## src/rtl/fetch_ctrl.sv

```systemverilog
// fetch_ctrl: PC sequencing with prioritized redirects and a one-entry pending redirect; FETCH_PERF_CNT_EN adds perf counters.
module fetch_ctrl #(
  parameter logic [31:0] RESET_PC = 32'h0000_3000,
  parameter logic [31:0] HANDLER  = 32'h0000_4180
) (
  input  logic        clk,
  input  logic        reset,
  input  logic        stall_D,
  input  logic        req_exc,
  input  logic        eret_D,
  input  logic [31:0] epc,
  input  logic        jmp_D,
  input  logic [31:0] jmp_target,
  input  logic        br_taken_D,
  input  logic [31:0] br_target,
  input  logic        imem_ready,
  output logic        imem_req,
  output logic [31:0] pc_F,
  output logic        redir_pend
`ifdef FETCH_PERF_CNT_EN
  ,
  output logic [31:0] redir_cnt,
  output logic [31:0] wait_cnt
`endif
);
  typedef enum logic [1:0] {BOOT, FETCH, WAIT} state_t;
  state_t state;
  logic [31:0] pend_tgt, new_tgt;
  logic [1:0] pend_prio, new_prio;
  logic done, d_redir, any_redir, take_new, take_pend, latch, advance;
  // Stalled D-stage redirects are only latched; the exception alone bypasses the stall.
  always_comb begin
    done      = imem_req & imem_ready;
    d_redir   = eret_D | jmp_D | br_taken_D;
    any_redir = req_exc | d_redir;
    new_prio  = req_exc ? 2'd3 : eret_D ? 2'd2 : jmp_D ? 2'd1 : 2'd0;
    new_tgt   = req_exc ? HANDLER : eret_D ? epc : jmp_D ? jmp_target : br_target;
    take_new  = done & (req_exc | (d_redir & ~stall_D));
    take_pend = done & redir_pend & ~any_redir;
    latch     = any_redir & ~take_new & (~redir_pend | new_prio >= pend_prio);
    advance   = done & ~stall_D & ~any_redir & ~redir_pend;
  end
  always_ff @(posedge clk) begin
    if (reset) begin
      state      <= BOOT;
      imem_req   <= 1'b0;
      pc_F       <= RESET_PC;
      redir_pend <= 1'b0;
      pend_tgt   <= '0;
      pend_prio  <= '0;
    end else begin
      state      <= (state == BOOT || imem_ready) ? FETCH : WAIT;
      imem_req   <= 1'b1;
      pc_F       <= take_new ? new_tgt : take_pend ? pend_tgt : advance ? pc_F + 32'd4 : pc_F;
      redir_pend <= latch | (redir_pend & ~take_new & ~take_pend);
      if (latch) begin
        pend_tgt  <= new_tgt;
        pend_prio <= new_prio;
      end
    end
  end
`ifdef FETCH_PERF_CNT_EN
  always_ff @(posedge clk) begin
    if (reset) begin
      redir_cnt <= '0;
      wait_cnt  <= '0;
    end else begin
      redir_cnt <= redir_cnt + {31'd0, take_new | take_pend};
      wait_cnt  <= wait_cnt + {31'd0, state == WAIT};
    end
  end
`endif
endmodule

```

## config.mk

```make
export PLATFORM = sky130hd
export DESIGN_NAME = fetch_ctrl
export DESIGN_NICKNAME = d
export VERILOG_FILES = /design/src/rtl/fetch_ctrl.sv
export SDC_FILE = /design/constraint.sdc
export NUM_CORES = 1
export LEC_CHECK = 0
export CAP_MARGIN = 5
export CORE_ASPECT_RATIO = 0.9
export CORE_MARGIN = 5
export CORE_UTILIZATION = 50
export CTS_CLUSTER_DIAMETER = 40
export CTS_CLUSTER_SIZE = 28
export DETAILED_ROUTE_END_ITERATION = 16
export PLACE_DENSITY = 0.85
export SLEW_MARGIN = 20
export SYNTH_ARGS = -nofsm -noshare
export SYNTH_HDL_FRONTEND = slang
export SYNTH_SLANG_ARGS = --single-unit
```

## constraint.sdc

```tcl
create_clock -name clk -period 4.85 [get_ports clk]
set_input_delay 0.7275 -clock clk [delete_from_list [all_inputs] [get_ports clk]]
set_output_delay 0.7275 -clock clk [all_outputs]
set_load 0.02 [all_outputs]
```

Word-level counts from Yosys, hierarchy flattened
Index checks and enable logic that the tools add are counted.

storage, ports and cells
  register bits after elaboration = 68

cells by class
  add/sub/neg operators = 1
  order comparisons = 1
  mux-type cells = 10
  bitwise operators = 23
  reductions and logical operators = 1

operator list
  kind                                           number
  two-way mux 32 bit                             6
  adder 32 x 3 -> 32 bit, second input constant  1
  bitwise AND 1 bit                              12
  bitwise OR 1 bit                               6
  inverter 1 bit                                 5
  two-way mux 2 bit                              2
  nonzero test 3 bit                             1
  greater-or-equal comparator 2 bit              1
  two-way mux 1 bit                              2

Logic depth before layout (Yosys ltp)
Gate-level depths: netlist of the first run.

  depth after elaboration = 9
  depth in mapped cells = 11
  depth with buffers taken out = 8

Worst setup path before layout of the first run
Ideal clock, no wire load.

  kind = input-to-reg
  start point = input req_exc
  end point = register pend_tgt[13]
  arrival = 2.795 ns
  required time = 4.780 ns
  path slack = 1.984 ns
  stages on the path = 11
  buffers on the path = 4
  cells stage by stage = clkbuf_1 -> clkbuf_1 -> a21oi_1 -> ha_1 -> nand2b_1 -> a211oi_1 -> or3_1 -> clkbuf_1 -> clkbuf_1 -> nand2_1 -> a21oi_1

on the way
  word-level cells in the longest chain between the ends = 5
  elaborated cells on any way between the ends = 10

ends and longest elaborated chain
  what                                                                       RTL line  RTL
  from (decl)                                                                9         input logic req_exc,
  branches (longest 5 deep; another with greater-or-equal comparator 2 bit)  --
  to (signal assigned)                                                       57        pend_tgt <= new_tgt;
  to (decl)                                                                  28        logic [31:0] pend_tgt, new_tgt;

Parallel ways; which one is timed is not known.
A chain may end at the register's enable or synchronous reset.

Worst setup path in the final report of the first run
  start point = input eret_D
  end point = register pend_tgt[8]

on the way
  elaborated cells on any way between the ends = 15

RTL lines
  what                               RTL line  RTL
  from (decl)                        10        input logic eret_D,
  two-way mux 2 bit (2 in a row)     36        new_prio = req_exc ? 2'd3 : eret_D ? 2'd2 : jmp_D ? 2'd1 : 2'd0;
  named net new_prio[1]              29        logic [1:0] pend_prio, new_prio;
  greater-or-equal comparator 2 bit  40        latch = any_redir & ~take_new & (~redir_pend | new_prio >= pend_prio);
  bitwise OR 1 bit                   40
  bitwise AND 1 bit                  40

The timed path passes the listed nets, and every way through them passes these cells.

==> results of run 1 <==
[synth_stat cells, types with 2 or more instances]
cell,instances
sky130_fd_sc_hd__buf_6,3
sky130_fd_sc_hd__buf_2,4
sky130_fd_sc_hd__mux2i_1,11
sky130_fd_sc_hd__o22ai_1,13
sky130_fd_sc_hd__nor2_1,24
sky130_fd_sc_hd__o21ai_0,19
sky130_fd_sc_hd__o31ai_1,3
sky130_fd_sc_hd__a21o_1,8
sky130_fd_sc_hd__nand2b_1,4
sky130_fd_sc_hd__nor3_1,19
sky130_fd_sc_hd__a211oi_1,10
sky130_fd_sc_hd__mux2_2,29
sky130_fd_sc_hd__xnor2_1,12
sky130_fd_sc_hd__o211ai_1,2
sky130_fd_sc_hd__nand4_1,11
sky130_fd_sc_hd__and4_1,5
sky130_fd_sc_hd__nand3_1,15
sky130_fd_sc_hd__or3_1,8
sky130_fd_sc_hd__xor2_1,8
sky130_fd_sc_hd__a222oi_1,8
sky130_fd_sc_hd__a21oi_2,2
sky130_fd_sc_hd__nor4_1,7
sky130_fd_sc_hd__o32ai_1,3
sky130_fd_sc_hd__clkbuf_1,44
sky130_fd_sc_hd__o31a_1,4
sky130_fd_sc_hd__or4b_1,2
sky130_fd_sc_hd__a22oi_1,7
sky130_fd_sc_hd__a31oi_1,5
sky130_fd_sc_hd__nor2b_1,4
sky130_fd_sc_hd__inv_1,8
sky130_fd_sc_hd__dfxtp_1,68
sky130_fd_sc_hd__a21oi_1,73
sky130_fd_sc_hd__ha_1,3
sky130_fd_sc_hd__nand2_1,123
sky130_fd_sc_hd__and3_1,3
[power breakdown]
group,switching [mW],internal (mW),total [mW]
Sequential,0.0346,0.591,0.625
Clock,0.220,0.264,0.484
Combinational,0.172,0.176,0.348
[stage by stage]
stage / hold slack, ps / util [%] / setup slack (ps)
2_1_floorplan: 432 / - / 1980
3_3_place_gp: 443 / 67.5 / 1370
3_5_place_dp: 446 / 67.5 / 1200
4_1_cts: 456 / 69.8 / 1570
5_1_grt: 469 / 69.8 / 1380
6_report: 457 / 69.8 / 1510
[worst max-delay path by stage]
| stage | startpoint | endpoint | slack, ps | cells past startpoint |
|---|---|---|---|---|
| after floorplan | req_exc | pend_tgt[13] | 1980 | 11 |
| after global placement | eret_D | pend_tgt[23] | 1370 | 9 |
| after detailed placement | eret_D | pend_tgt[8] | 1200 | 9 |
| after CTS | eret_D | pend_tgt[8] | 1570 | 9 |
| after global routing | eret_D | pend_tgt[16] | 1380 | 9 |
| final | eret_D | pend_tgt[8] | 1510 | 9 |
[area by class of cell]
cell class                      instances  area, um2
Timing Repair Buffer                  146       1430
Fill cell                             727       2580
Inverter                                9       33.8
Multi-Input combinational cell        464       2800
Clock inverter                          4       47.5
Clock buffer                           12        155
Sequential cell                        68       1360
Tap cell                              119        149
[flip-flops by register name, indices dropped and copies added (netlist names)]
signal      flops
pc_F           32
pend_prio       2
imem_req        1
redir_pend      1
pend_tgt       32
[worst max-delay path, stage by stage]
cell                              delay [ps]
sky130_fd_sc_hd__clkdlybuf4s50_1         430
sky130_fd_sc_hd__buf_4                   250
sky130_fd_sc_hd__or2_2                   340
sky130_fd_sc_hd__ha_1                    280
sky130_fd_sc_hd__a211oi_1                340
sky130_fd_sc_hd__or3_1                   710
sky130_fd_sc_hd__buf_4                   320
sky130_fd_sc_hd__nand2_1                  80
sky130_fd_sc_hd__a21oi_1                 160
[logic make-up (layout without fill, tap and decap cells)]
family	after synthesis	after routing	share of synthesized area [%]
flip-flops	68	68	30.9
buffers and inverters	61	171	5.83
multiplexers	40	40	9.92
adder cells (fa/ha/maj)	3	3	0.853
AND/OR/NAND/NOR	231	231	24.2
AO/OA/AOI/OAI	170	170	24.3
XOR/XNOR	20	20	3.98
[routing by layer]
layer / up-vias / GRT usage, % / wire length, um
met2: 280 / 48.4 / 7610
li1: 2365 / - / -
met3: 54 / 6.02 / 1230
met5: - / 0 / 0
met1: 2364 / 32.9 / 5780
met4: 0 / 11.9 / 575
==> metrics.txt, run 1 <==
# TYPE chip_impl_metric gauge
chip_impl_info{name="capture_instance_of_the_worst_register_to_register_path",value="pc_F[18]"} 1
chip_impl_metric{name="placedInstanceArea",unit="um2"} 5780
chip_impl_metric{name="cts-htree-levels",unit=""} 3
chip_impl_metric{name="initial_standard_cell_utilization_of_the_core",unit="%"} 51.4
chip_impl_metric{name="p_leak",unit="nW"} 2.11
chip_impl_metric{name="clock_sink_count",unit=""} 68
chip_impl_metric{name="worst_clock_skew",unit="ps"} 7.19
chip_impl_metric{name="syn-mean-instance-area",unit="um2"} 7.42
chip_impl_metric{name="setup-tns-final",unit="ps"} 0
chip_impl_metric{name="floorplan.core_area",unit="um2"} 8570
chip_impl_metric{name="netlist_area_before_placement",unit="um2"} 4400
chip_impl_metric{name="cts_hold_repair.buffers",unit=""} 0
chip_impl_metric{name="drt-initial-drc-count",unit=""} 486
chip_impl_metric{name="ff2ff_setup_slack",unit="ps"} 2350
chip_impl_metric{name="num_rows",unit=""} 32
chip_impl_info{name="r2r-start",value="redir_pend"} 1
chip_impl_metric{name="io_pins",unit=""} 138
chip_impl_info{name="hold_start",value="pend_tgt[26]"} 1
chip_impl_metric{name="power_per_standard_cell_area",unit="nW/um2"} 244
chip_impl_metric{name="post_synth_num_cell_types",unit=""} 56
chip_impl_metric{name="final_layout_size_suffix_gt1_share",unit="%"} 8.39
chip_impl_metric{name="ys_warn_count",unit=""} 0
chip_impl_metric{name="postCtsSetupBuffers",unit=""} 0
chip_impl_metric{name="detailedRoute.firstPassIterationCount",unit=""} 5
chip_impl_metric{name="setup_viol",unit=""} 0
chip_impl_metric{name="dieWidth",unit="um"} 109
chip_impl_info{name="cts_tree",value="yes"} 1
chip_impl_metric{name="routabilityCongestion",unit=""} 0.920
chip_impl_metric{name="routed-via-count",unit=""} 5063
chip_impl_metric{name="total_routing_resource_utilization_after_global_routing",unit="%"} 27.9
chip_impl_metric{name="final_max_slew_viol_count",unit=""} 0
chip_impl_metric{name="die_area",unit="um2"} 10800
chip_impl_metric{name="worst_ep_arrival_time",unit="ps"} 3620
chip_impl_metric{name="achievable_frequency",unit="MHz"} 299
chip_impl_metric{name="post_drt_wl_per_cell",unit="um"} 18.5
chip_impl_metric{name="period_share",unit="%"} 68.9
chip_impl_info{name="crit_path_start_kind",value="input port"} 1
chip_impl_info{name="run_status",value="complete, no violations"} 1
chip_impl_metric{name="synth_seq_area_share",unit="%"} 30.9
chip_impl_info{name="synth-main-ff-cell",value="sky130_fd_sc_hd__dfxtp_1"} 1
chip_impl_metric{name="slew_headroom",unit="%"} 37.9
chip_impl_metric{name="clkTransAtPathRegs",unit="ps"} 70
chip_impl_metric{name="placed_cells",unit=""} 806
chip_impl_info{name="worst_setup_path_end_kind",value="register"} 1
chip_impl_metric{name="first_pass_grt_wire_length",unit="um"} 24100
chip_impl_metric{name="globalRoute.totalOverflow",unit=""} 0
chip_impl_metric{name="dieHeight",unit="um"} 99.0
chip_impl_info{name="ctsRootBufferMaster",value="sky130_fd_sc_hd__clkbuf_8"} 1
chip_impl_metric{name="design.final.nets",unit=""} 805
chip_impl_metric{name="finalCriticalPeriod",unit="ps"} 3340
chip_impl_metric{name="buffer_ports.inserted",unit=""} 137
chip_impl_info{name="hold_path_end",value="pend_tgt[26]"} 1
chip_impl_info{name="layout.cells.most_common_list",value="136 x sky130_fd_sc_hd__clkdlybuf4s50_1, 123 x sky130_fd_sc_hd__nand2_1, 73 x sky130_fd_sc_hd__a21oi_1"} 1
chip_impl_metric{name="postRouteAntennaNets",unit=""} 0
chip_impl_metric{name="cts_repair_resize_count",unit=""} 0
chip_impl_info{name="synth_top_cells_by_area",value="sky130_fd_sc_hd__dfxtp_1 31%, sky130_fd_sc_hd__nand2_1 10%, sky130_fd_sc_hd__a21oi_1 8.3%, sky130_fd_sc_hd__mux2_2 7.4%, sky130_fd_sc_hd__clkbuf_1 3.8%"} 1
chip_impl_metric{name="ctsLongestPathBuffers",unit=""} 2
chip_impl_metric{name="remaining_drc_errors",unit=""} 0
chip_impl_metric{name="critical_path.max_fanout",unit=""} 31
chip_impl_metric{name="drv.max_cap_violation_count",unit=""} 0
chip_impl_metric{name="tightest_slew",unit="ps"} 931
chip_impl_metric{name="wirelength",unit="um"} 15200
chip_impl_metric{name="drt-vias-per-instance",unit=""} 6.16
chip_impl_metric{name="grt_start_max_net_pins",unit=""} 40
chip_impl_metric{name="numCtsBuffers",unit=""} 9
chip_impl_metric{name="area.growth.synth_to_final",unit="%"} 35.9
chip_impl_metric{name="diodes",unit=""} 0
chip_impl_metric{name="synth_enable_flop_cells",unit=""} 0
chip_impl_metric{name="async_reset_ff_share",unit="%"} 0
chip_impl_info{name="post-synth-top-area-cell",value="sky130_fd_sc_hd__dfxtp_1"} 1
chip_impl_metric{name="hold_violations",unit=""} 0
chip_impl_metric{name="clock_latency",unit="ps"} 350
chip_impl_metric{name="synth.top_cell.area_share",unit="%"} 30.9
chip_impl_info{name="most_frequent_standard_cell_in_the_layout_excluding_fill_and_tap_cells",value="sky130_fd_sc_hd__clkdlybuf4s50_1"} 1
chip_impl_metric{name="dp_hpwl",unit="um"} 11200
chip_impl_info{name="min_path_type",value="reg -> reg"} 1
chip_impl_info{name="unrepaired_setup_endpoints_after_global_routing",value="false"} 1
chip_impl_metric{name="syn-num-nets",unit=""} 700
chip_impl_metric{name="timing.critical_path.required",unit="ps"} 5130
chip_impl_metric{name="ir_worst_vdd",unit="mV"} 0.166
chip_impl_metric{name="finish.cell_count_without_fillers",unit=""} 822
chip_impl_metric{name="timing.hold.worst_path_depth",unit=""} 2
chip_impl_metric{name="path_depth_of_the_worst_reg2reg_path",unit=""} 5
chip_impl_info{name="critical_path_class",value="in -> reg"} 1
chip_impl_metric{name="syn-instance-count",unit=""} 593
chip_impl_metric{name="grt_pass1_vias",unit=""} 4991
chip_impl_metric{name="finalPower",unit="mW"} 1.46
chip_impl_metric{name="antenna_violations_before_repair",unit=""} 0
chip_impl_metric{name="yosys_register_bits",unit=""} 68
chip_impl_metric{name="fin_area",unit="um2"} 5980
Note: power is estimated with default switching activity, not from simulation.
==> inputs of run 2 (changes only) <==
- CORE_UTILIZATION: 50 -> 47
- PLACE_DENSITY: 0.85 -> 0.81
- clock period: 4.85 -> 3.3 ns (I/O delays scaled with it)
==> run 2 against run 1 <==
  * Die area increased by 5.8%
  * Clock skew grew 1.9 ps
  * Register-to-register slack got worse by 1500 ps
  * Sequential cell count unchanged
  * Worst hold slack got worse by 1.8 ps
  * Routed wire length shrank 5.2%
  * Clock-buffer cell count down 1
  * Largest cell class unchanged
  * Largest power group unchanged
==> metrics.txt, run 2 (synthesized netlist as in run 1, its figures left out) <==
# TYPE chip_impl_metric gauge
chip_impl_info{name="run_status",value="complete, no violations"} 1
chip_impl_metric{name="final_max_slew_viol_count",unit=""} 0
chip_impl_metric{name="dp_hpwl",unit="um"} 10900
chip_impl_metric{name="period_share",unit="%"} 86.1
chip_impl_info{name="worstPathCellList",value="clkdlybuf4s50_1, buf_4, nor4_1, nand3_1, or4_1, o22ai_1, a221o_1"} 1
chip_impl_metric{name="postCtsSetupBuffers",unit=""} 0
chip_impl_metric{name="critical_path.max_fanout",unit=""} 39
chip_impl_metric{name="setup-tns-final",unit="ps"} 0
chip_impl_info{name="layout.cells.most_common_list",value="136 x sky130_fd_sc_hd__clkdlybuf4s50_1, 123 x sky130_fd_sc_hd__nand2_1, 73 x sky130_fd_sc_hd__a21oi_1"} 1
chip_impl_metric{name="design.final.nets",unit=""} 815
chip_impl_metric{name="placedInstanceArea",unit="um2"} 5870
chip_impl_info{name="worst_setup_path_end_kind",value="register"} 1
chip_impl_info{name="largest_delay_contributor_family_on_the_critical_path",value="simple AND/OR/NAND/NOR gates"} 1
chip_impl_metric{name="detailedRoute.firstPassIterationCount",unit=""} 8
chip_impl_metric{name="finish.cell_count_without_fillers",unit=""} 835
chip_impl_metric{name="crit_buf_inv",unit=""} 2
chip_impl_metric{name="cts_repair_resize_count",unit=""} 0
chip_impl_metric{name="p_leak",unit="nW"} 2.17
chip_impl_metric{name="achievable_frequency",unit="MHz"} 352
chip_impl_metric{name="slew_headroom",unit="%"} 44.0
chip_impl_metric{name="drt-vias-per-instance",unit=""} 6.05
chip_impl_metric{name="fillCellCount",unit=""} 760
chip_impl_info{name="unrepaired_setup_endpoints_after_global_routing",value="false"} 1
chip_impl_metric{name="timing.critical_path.required",unit="ps"} 3590
chip_impl_metric{name="power_per_standard_cell_area",unit="nW/um2"} 365
chip_impl_metric{name="wirelength",unit="um"} 14400
chip_impl_metric{name="finalCriticalPeriod",unit="ps"} 2840
chip_impl_metric{name="total_routing_resource_utilization_after_global_routing",unit="%"} 24.4
chip_impl_metric{name="num_rows",unit=""} 33
chip_impl_metric{name="routabilityCongestion",unit=""} 0.937
chip_impl_metric{name="floorplan.core_area",unit="um2"} 9130
chip_impl_metric{name="setup_viol",unit=""} 0
chip_impl_metric{name="placed_cells",unit=""} 819
chip_impl_info{name="min_path_type",value="reg -> reg"} 1
chip_impl_metric{name="clock_sink_count",unit=""} 68
chip_impl_info{name="timing.critical_path.slowest_stage_cell",value="sky130_fd_sc_hd__or4_1"} 1
chip_impl_metric{name="first_pass_grt_wire_length",unit="um"} 22700
chip_impl_metric{name="ir_worst_vdd",unit="mV"} 0.301
chip_impl_metric{name="timing.hold.worst_path_depth",unit=""} 2
chip_impl_metric{name="io_pins",unit=""} 138
chip_impl_info{name="r2r-start",value="pc_F[2]"} 1
chip_impl_info{name="hold_path_end",value="pend_tgt[11]"} 1
chip_impl_metric{name="grt_pass1_vias",unit=""} 4762
chip_impl_metric{name="buffer_ports.inserted",unit=""} 137
chip_impl_info{name="hold_start",value="pend_tgt[11]"} 1
chip_impl_info{name="capture_instance_of_the_worst_register_to_register_path",value="pc_F[18]"} 1
chip_impl_metric{name="final_layout_size_suffix_gt1_share",unit="%"} 9.82
chip_impl_metric{name="final_critical_path_setup_slack",unit="ps"} 457
chip_impl_metric{name="drt-initial-drc-count",unit=""} 444
chip_impl_metric{name="die_area",unit="um2"} 11400
chip_impl_metric{name="finalPower",unit="mW"} 2.23
chip_impl_metric{name="routed-via-count",unit=""} 5050
chip_impl_metric{name="grt_start_max_net_pins",unit=""} 40
chip_impl_metric{name="ctsLongestPathBuffers",unit=""} 2
chip_impl_metric{name="fin_area",unit="um2"} 6110
chip_impl_metric{name="dieWidth",unit="um"} 112
chip_impl_info{name="ctsRootBufferMaster",value="sky130_fd_sc_hd__clkbuf_8"} 1
chip_impl_metric{name="globalRoute.totalOverflow",unit=""} 0
chip_impl_metric{name="worst_ep_arrival_time",unit="ps"} 3130
chip_impl_info{name="cts_tree",value="yes"} 1
chip_impl_metric{name="numCtsBuffers",unit=""} 9
chip_impl_info{name="largest_registers",value="pc_F (32), pend_tgt (32), pend_prio (2)"} 1
chip_impl_metric{name="path_depth_of_the_worst_reg2reg_path",unit=""} 6
chip_impl_metric{name="worst_clock_skew",unit="ps"} 9.04
chip_impl_metric{name="area.growth.synth_to_final",unit="%"} 38.7
chip_impl_metric{name="diodes",unit=""} 0
chip_impl_metric{name="pre_cts_slack",unit="ps"} 181
chip_impl_metric{name="drv.max_cap_violation_count",unit=""} 0
chip_impl_metric{name="dieHeight",unit="um"} 102
chip_impl_metric{name="tightest_slew",unit="ps"} 833
chip_impl_metric{name="postRouteAntennaNets",unit=""} 0
chip_impl_metric{name="clock_latency",unit="ps"} 350
chip_impl_info{name="most_frequent_standard_cell_in_the_layout_excluding_fill_and_tap_cells",value="sky130_fd_sc_hd__clkdlybuf4s50_1"} 1
chip_impl_metric{name="antenna_violations_before_repair",unit=""} 0
chip_impl_info{name="critical_path_class",value="in -> reg"} 1
chip_impl_metric{name="cts-htree-levels",unit=""} 3
chip_impl_metric{name="cp_slowest_stage_delay",unit="ps"} 660
chip_impl_metric{name="post_drt_wl_per_cell",unit="um"} 17.3
chip_impl_metric{name="initial_standard_cell_utilization_of_the_core",unit="%"} 48.2
chip_impl_metric{name="ff2ff_setup_slack",unit="ps"} 840
chip_impl_metric{name="remaining_drc_errors",unit=""} 0
chip_impl_info{name="crit_path_start_kind",value="input port"} 1
chip_impl_metric{name="clkTransAtPathRegs",unit="ps"} 80
chip_impl_metric{name="cts_hold_repair.buffers",unit=""} 0
chip_impl_metric{name="hold_violations",unit=""} 0
-- run 2: final cells by class --
class                      instances  area, um2  share of cell area [%]
clock buffer                      11        151                    2.48
clock inverter                     5       83.8                    1.37
inverter                           9       33.8                   0.553
multi-input combinational        464       2800                    45.9
sequential                        68       1360                    22.3
tap                              122        153                    2.50
timing repair buffer             156       1520                    24.9
-- run 2: how the worst max path moves through the flow --
stage                     startpoint      endpoint  depth (start not counted)
after detailed placement     req_exc      pc_F[21]                          7
after floorplan              req_exc  pend_tgt[13]                         11
after global routing          eret_D  pend_tgt[14]                         10
after global placement       req_exc      pc_F[21]                          7
final                        req_exc      pc_F[21]                          7
after CTS                    req_exc      pc_F[21]                          7
-- run 2: metal layers --
| layer | global-route usage (%) | routed length, um |
|---|---|---|
| met3 | 6.34 | 1270 |
| met2 | 43.7 | 7150 |
| met1 | 27.7 | 5390 |
| met5 | 0 | 0 |
| met4 | 10.7 | 600 |
-- run 2: through the flow --
stage | util (%) | hold WS [ps]
after floorplan | - | 432
after global placement | 64.3 | 440
after detailed placement | 64.3 | 443
after CTS | 66.9 | 454
after global routing | 66.9 | 473
final | 66.9 | 455
-- run 2: worst min-delay path, cell delays in order, from the launching register on --
cell and delay, ps:
sky130_fd_sc_hd__dfxtp_1 310, sky130_fd_sc_hd__nand2_1 50, sky130_fd_sc_hd__a21oi_1 50
-- run 2: report_power, final --
group | leakage [nW] | total, mW | internal [mW] | switching [mW]
sequential | 0.556 | 0.916 | 0.868 | 0.0482
clock | 0.112 | 0.794 | 0.468 | 0.326
combinational | 1.50 | 0.520 | 0.268 | 0.252
total | 2.17 | 2.23 | 1.60 | 0.626
